--- config.mk ---
export PLATFORM = sky130hd
export DESIGN_NAME = pipeline_hazard_ctrl
export DESIGN_NICKNAME = d
export VERILOG_FILES = /design/src/rtl/pipeline_hazard_ctrl_pkg.sv /design/src/rtl/pipeline_hazard_ctrl_hazard_cmp.sv /design/src/rtl/pipeline_hazard_ctrl.sv
export SDC_FILE = /design/constraint.sdc
export NUM_CORES = 1
export LEC_CHECK = 0
export CORE_ASPECT_RATIO = 0.8
export CORE_MARGIN = 2
export CORE_UTILIZATION = 30
export CTS_CLUSTER_DIAMETER = 100
export DETAILED_ROUTE_END_ITERATION = 8
export GPL_ROUTABILITY_DRIVEN = 0
export PLACE_DENSITY = 0.63
export SYNTH_ARGS = -nofsm -noshare
export SYNTH_HDL_FRONTEND = slang
export SYNTH_SLANG_ARGS = --single-unit
--- constraint.sdc ---
create_clock -name clk -period 2.57 [get_ports clk]
set_input_delay 0.3855 -clock clk [delete_from_list [all_inputs] [get_ports clk]]
set_output_delay 0.3855 -clock clk [all_outputs]
set_load 0.03 [all_outputs]
--- src/rtl/pipeline_hazard_ctrl_pkg.sv ---
// Shared definitions for the pipeline stall/flush sequencer:
// FSM state encodings, the bubble instruction word and a sizing helper.
package pipe_ctrl_pkg;

    typedef enum logic [1:0] {
        ST_RUN   = 2'd0,
        ST_STALL = 2'd1,
        ST_FLUSH = 2'd2,
        ST_WAIT  = 2'd3
    } state_e;

    localparam logic [31:0] NOP_IR = 32'h0000_0013;

    function automatic int max3(input int a, input int b, input int c);
        int m;
        m = (a > b) ? a : b;
        return (m > c) ? m : c;
    endfunction

endpackage

--- src/rtl/pipeline_hazard_ctrl_hazard_cmp.sv ---
// RAW hazard detection between the ID instruction's sources and the EX/MEM
// destination registers. x0 never creates a hazard.
module hazard_cmp (
    input  logic [4:0] rs1_i,
    input  logic [4:0] rs2_i,
    input  logic       use_rs1_i,
    input  logic       use_rs2_i,
    input  logic [4:0] ex_rd_i,
    input  logic       ex_we_i,
    input  logic [4:0] mem_rd_i,
    input  logic       mem_we_i,
    output logic       hz_ex_o,
    output logic       hz_mem_o
);

    function automatic logic raw_match(input logic we, input logic [4:0] rd,
                                       input logic u1, input logic [4:0] r1,
                                       input logic u2, input logic [4:0] r2);
        return we && (rd != 5'd0) && ((u1 && (r1 == rd)) || (u2 && (r2 == rd)));
    endfunction

    assign hz_ex_o  = raw_match(ex_we_i,  ex_rd_i,  use_rs1_i, rs1_i, use_rs2_i, rs2_i);
    assign hz_mem_o = raw_match(mem_we_i, mem_rd_i, use_rs1_i, rs1_i, use_rs2_i, rs2_i);

endmodule

--- src/rtl/pipeline_hazard_ctrl.sv ---
// Stall/flush sequencer for the 5-stage pipeline: data-hazard bubbles, redirect
// flushes and whole-pipe freeze on outstanding data-memory accesses.
module pipeline_hazard_ctrl
    import pipe_ctrl_pkg::*;
#(
    parameter int EX_BUBBLES   = 2,
    parameter int MEM_BUBBLES  = 1,
    parameter int FLUSH_CYCLES = 1,
    parameter int PERF_W       = 32
) (
    input  logic              clk,
    input  logic              rst,
    input  logic [4:0]        ID_rs1,
    input  logic [4:0]        ID_rs2,
    input  logic              ID_use_rs1,
    input  logic              ID_use_rs2,
    input  logic [4:0]        EX_rd,
    input  logic              EX_RegWrite,
    input  logic [4:0]        MEM_rd,
    input  logic              MEM_RegWrite,
    input  logic              EX_redirect,
    input  logic              MEM_req,
    input  logic              mem_ack,
    output logic              PC_EN,
    output logic              IFID_EN,
    output logic              IFID_flush,
    output logic              IDEX_EN,
    output logic              IDEX_flush,
    output logic              EXMEM_EN,
    output logic              MEMWB_EN,
    output logic [1:0]        busy_state,
    output logic [PERF_W-1:0] stall_cycles
);

    localparam int CW = $clog2(max3(EX_BUBBLES, MEM_BUBBLES, FLUSH_CYCLES) + 1);
    typedef logic [CW-1:0] cnt_t;

    localparam cnt_t EX_LOAD  = cnt_t'(EX_BUBBLES - 1);
    localparam cnt_t MEM_LOAD = cnt_t'(MEM_BUBBLES - 1);
    localparam cnt_t FL_LOAD  = cnt_t'(FLUSH_CYCLES - 1);

    if (EX_BUBBLES < 1 || MEM_BUBBLES < 1 || FLUSH_CYCLES < 1 || PERF_W < 1) begin : g_param_check
        $error("pipeline_hazard_ctrl: all parameters must be >= 1");
    end

    state_e            state_q, state_d;
    state_e            saved_q, saved_d;
    state_e            resume;
    cnt_t              cnt_q, cnt_d;
    logic              live_q;
    logic [PERF_W-1:0] stall_q;
    logic              hz_ex, hz_mem;

    hazard_cmp u_cmp (
        .rs1_i     (ID_rs1),
        .rs2_i     (ID_rs2),
        .use_rs1_i (ID_use_rs1),
        .use_rs2_i (ID_use_rs2),
        .ex_rd_i   (EX_rd),
        .ex_we_i   (EX_RegWrite),
        .mem_rd_i  (MEM_rd),
        .mem_we_i  (MEM_RegWrite),
        .hz_ex_o   (hz_ex),
        .hz_mem_o  (hz_mem)
    );

    // Outputs are Mealy: the reaction happens in the cycle the condition is seen.
    always_comb begin
        resume     = (state_q == ST_WAIT) ? saved_q : state_q;
        state_d    = resume;
        saved_d    = saved_q;
        cnt_d      = cnt_q;
        PC_EN      = 1'b1;
        IFID_EN    = 1'b1;
        IFID_flush = 1'b0;
        IDEX_EN    = 1'b1;
        IDEX_flush = 1'b0;
        EXMEM_EN   = 1'b1;
        MEMWB_EN   = 1'b1;

        if (MEM_req && !mem_ack) begin
            PC_EN    = 1'b0;
            IFID_EN  = 1'b0;
            IDEX_EN  = 1'b0;
            EXMEM_EN = 1'b0;
            MEMWB_EN = 1'b0;
            state_d  = ST_WAIT;
            saved_d  = resume;
        end else if (EX_redirect) begin
            IFID_flush = 1'b1;
            IDEX_flush = 1'b1;
            cnt_d      = FL_LOAD;
            state_d    = (FLUSH_CYCLES > 1) ? ST_FLUSH : ST_RUN;
        end else begin
            case (resume)
                ST_FLUSH: begin
                    IFID_flush = 1'b1;
                    IDEX_flush = 1'b1;
                    cnt_d      = cnt_q - cnt_t'(1);
                    state_d    = (cnt_q <= cnt_t'(1)) ? ST_RUN : ST_FLUSH;
                end
                ST_STALL: begin
                    PC_EN      = 1'b0;
                    IFID_EN    = 1'b0;
                    IDEX_flush = 1'b1;
                    cnt_d      = cnt_q - cnt_t'(1);
                    state_d    = (cnt_q <= cnt_t'(1)) ? ST_RUN : ST_STALL;
                end
                default: begin
                    if (hz_ex || hz_mem) begin
                        PC_EN      = 1'b0;
                        IFID_EN    = 1'b0;
                        IDEX_flush = 1'b1;
                        cnt_d      = hz_ex ? EX_LOAD : MEM_LOAD;
                        state_d    = (cnt_d != cnt_t'(0)) ? ST_STALL : ST_RUN;
                    end
                end
            endcase
        end

        // Pipe stays frozen until the first clock edge after reset release.
        if (!live_q) begin
            PC_EN      = 1'b0;
            IFID_EN    = 1'b0;
            IFID_flush = 1'b1;
            IDEX_EN    = 1'b0;
            IDEX_flush = 1'b1;
            EXMEM_EN   = 1'b0;
            MEMWB_EN   = 1'b0;
            state_d    = state_q;
            saved_d    = saved_q;
            cnt_d      = cnt_q;
        end
    end

    always_ff @(posedge clk or negedge rst) begin
        if (!rst) begin
            state_q <= ST_RUN;
            saved_q <= ST_RUN;
            cnt_q   <= '0;
            live_q  <= 1'b0;
            stall_q <= '0;
        end else begin
            live_q  <= 1'b1;
            state_q <= state_d;
            saved_q <= saved_d;
            cnt_q   <= cnt_d;
            if (live_q && !PC_EN) begin
                stall_q <= stall_q + PERF_W'(1);
            end
        end
    end

    assign busy_state   = state_q;
    assign stall_cycles = stall_q;

endmodule

==> impl_metrics.yaml <==
critical_path:
  worstReg2RegStart: "busy_state[0]"
  cp.arrival_ns: 2.13
  critPathRequiredTime_ns: 2.18
  path_max_fanout: 3
  slowest_stage: "clkdlybuf4s50_1"
  timing.rr.end: "stall_cycles[1]"
  path_class: "in2out"
  reg2reg_depth: 11
  worstSetupEndpointType: "output pin"
  crit_chain: "clkdlybuf4s50_1 -> xnor2_1 -> nand4_1 -> o22ai_2 -> a21o_1 -> buf_6 -> nand2b_4 -> a21oi_4 -> buf_6"
  cpPeakStageDelay_ns: 0.58
  start_kind: "primary input"
  path_common_cell: "buf_6"
  crit_end: "PC_EN"
  critPathLaunch: "EX_rd[1]"
  reg2reg_slack_ns: 0.32
floorplan:
  io_pins: 70
  dieArea_sq_um: 9380
  core_sq_um: 8410
  start_util: 0.307
  die_w_microns: 108
  die_h_microns: 87.0
  row_count: 30
timing:
  hold_ws_ns: 0.219
  fmax_mhz: 397
  worst_slew_pin_slew_ns: 0.900
  finalHoldViolCount: 0
  rsz0062_at_grt: "false"
  period_share: 0.981
  slew_headroom: 0.400
  final-max-slew-violation-count: 0
  tns_ns: 0
  fin_crit_ns: 2.52
  clock-skew-final_ns: 0.0113
  setup_viol: 0
yosys:
  synth-compound-area-share: 0.116
  yosysMostFrequentCell: "dfrtp_1"
  synth_top_area_cell: "dfrtp_1"
  synth_area_sq_um: 2580
  synth.area.top_cells: "dfrtp_1 38%, xnor2_1 7.5%, xor2_1 7.1%"
  synthAdderAreaFrac: 0.0194
  netlist.area_leader.share: 0.378
  synth_edf_count: 0
  ys_warn_count: 0
  synth_top_family_by_area: "simple AND/OR/NAND/NOR gates"
  synth-seq-cells: 39
  async_reset_ff_frac: 1.00
  ys_types: 41
  syn_avg_cell_area_sq_um: 8.67
  yosys-top-cells-count: "39 x dfrtp_1, 27 x nand3_1, 26 x nand2_1"
  seq_area_frac_synth: 0.378
  syn_nets: 331
  synthMuxAreaShare: 0.0218
  netlist_instances: 298
  yosys.area_share.simple: 0.275
  synth_xor_area_frac: 0.146
  synth-main-ff-cell: "dfrtp_1"
global_routing:
  grt_usage: 0.159
  grt_max_degree: 40
  grt_overflow_total: 0
  antenna_found_initial: 0
  grt_pass1_vias: 2547
  grt_pass1_wl_mm: 11.9
routing:
  vias: 2566
  dr.pass1.iters: 4
  ant_nets: 0
  wirelength_mm: 7.36
  drc: 0
  wire_per_inst_microns: 14.6
  drt-initial-drc-count: 107
  vias_per_cell: 5.09
power_and_ir_drop:
  peakVddDrop_mv: 0.355
  cellLeakagePower_nw: 1.60
  powerDensity_nw_per_um2: 574
placed_design:
  dpl.hpwl_mm: 5.44
  port_buffers: 69
finish:
  nFillCells: 828
  multi_input_area_sq_um: 1550
  nets: 424
  regArea_sq_um: 976
  antenna_cells: 0
  layout-drive-gt1-share: 0.163
  area_delta_synth_final_pct: 46.2
cts:
  numCtsBuffers: 5
  cts_tree: "yes"
  hold_buffers: 0
  cts.clk_slew.worst_paths_ns: 0.08
  cts_root_buf: "clkbuf_8"
  htreeDepth: 2
  clk_path_buf_depth: 2
  worstSkewPairLatency_ns: 0.29
  cts_sinks: 39
job:
  cap_violations: 0
hold_path:
  min_path_type: "in2async"
status:
  status: "completed"
## per-layer routing
metal / vias to the layer above / global-route usage / part of all wire
met3: 15 / 0.0344 / 0.043
met1: 1230 / 0.211 / 0.46
met5: - / 0 / 0
li1: 1260 / - / -
met2: 61 / 0.253 / 0.47
met4: 0 / 0.0641 / 0.020
## critical path: cells and delay by family
| family | cells | cell delay [ns] |
|---|---|---|
| xor gates and xnor gates | 1 | 0.15 |
| AOI/OAI and AO/OA | 3 | 0.51 |
| buffers and inverters | 3 | 0.84 |
| and+or+nand+nor | 2 | 0.24 |
## repair_timing
action,CTS,global route
buffers inserted,1,0
gates resized for setup,17,13
cloned,0,0
pin swaps,3,7
endpoints found under the setup margin,4,4
endpoints found under the hold margin,0,0
## cells in the final DEF, fill, tap and decap left out, types with 5 or more instances in the layout
| master | n |
|---|---|
| a21oi_1 | 8 |
| nand2_1 | 25 |
| buf_4 | 33 |
| xor2_1 | 21 |
| and3_1 | 5 |
| o21ai_0 | 6 |
| xnor2_1 | 22 |
| o211ai_1 | 9 |
| nor4_1 | 8 |
| and4_1 | 5 |
| nand4_1 | 9 |
| dfrtp_1 | 39 |
| nor2_1 | 15 |
| clkbuf_8 | 6 |
| mux2_2 | 5 |
| clkdlybuf4s50_1 | 57 |
| inv_1 | 8 |
| nor3_1 | 24 |
| nand3_1 | 27 |
## sequential cells by signal, indices dropped and copies added, names as in the netlist
signal        cells
live_q            1
saved_q           2
busy_state        2
cnt_q             2
stall_cycles     32
## report_power, final
| part | internal (mW) | total, mW | switching [mW] | leakage, nW |
|---|---|---|---|---|
| registers | 0.680 | 0.751 | 0.0707 | 0.483 |
| clock network | 0.314 | 0.533 | 0.219 | 0.0612 |
| logic | 0.422 | 0.886 | 0.465 | 1.05 |
| total | 1.42 | 2.17 | 0.754 | 1.60 |
## layout make-up
class / instances / area share
Clock buffer: 6 / 0.0219
Clock inverter: 2 / 0.00927
Inverter: 9 / 0.00894
Multi-Input combinational cell: 233 / 0.411
Sequential cell: 39 / 0.258
Tap cell: 112 / 0.0371
Timing Repair Buffer: 103 / 0.254
## worst min path at each step
stage | to | startpoint
6_report | stall_cycles[24] | rst
5_1_grt | stall_cycles[24] | rst
4_1_cts | stall_cycles[13] | rst
3_5_place_dp | stall_cycles[31] | stall_cycles[31]
3_3_place_gp | stall_cycles[31] | stall_cycles[31]
2_1_floorplan | busy_state[0] | rst
## cells by family (layout without fill, tap and decap cells)
group                      count (synthesis)  count (layout)
and+or+nand+nor                          135             135
AOI/OAI and AO/OA                         45              45
xor gates and xnor gates                  43              43
DFF                                       39              39
buffers and inverters                     26             120
muxes                                      5               5
adders and majority gates                  4               4
other                                      1               1
## stage by stage
| step | instance area, sq um | util | setup slack [ns] | total power, mW | instances |
|---|---|---|---|---|---|
| 2_1_floorplan | 2590 | - | -0.0329 | 1.21 | 298 |
| 3_3_place_gp | 3600 | 0.429 | -0.576 | 1.59 | 496 |
| 3_5_place_dp | 3600 | 0.429 | -0.523 | 1.60 | 496 |
| 4_1_cts | 3750 | 0.446 | 0.0165 | 2.19 | 505 |
| 5_1_grt | 3780 | 0.449 | 0.00393 | 2.31 | 504 |
| 6_report | 3780 | 0.449 | 0.0498 | 2.17 | 504 |
Note: power is estimated with default switching activity, not from simulation.
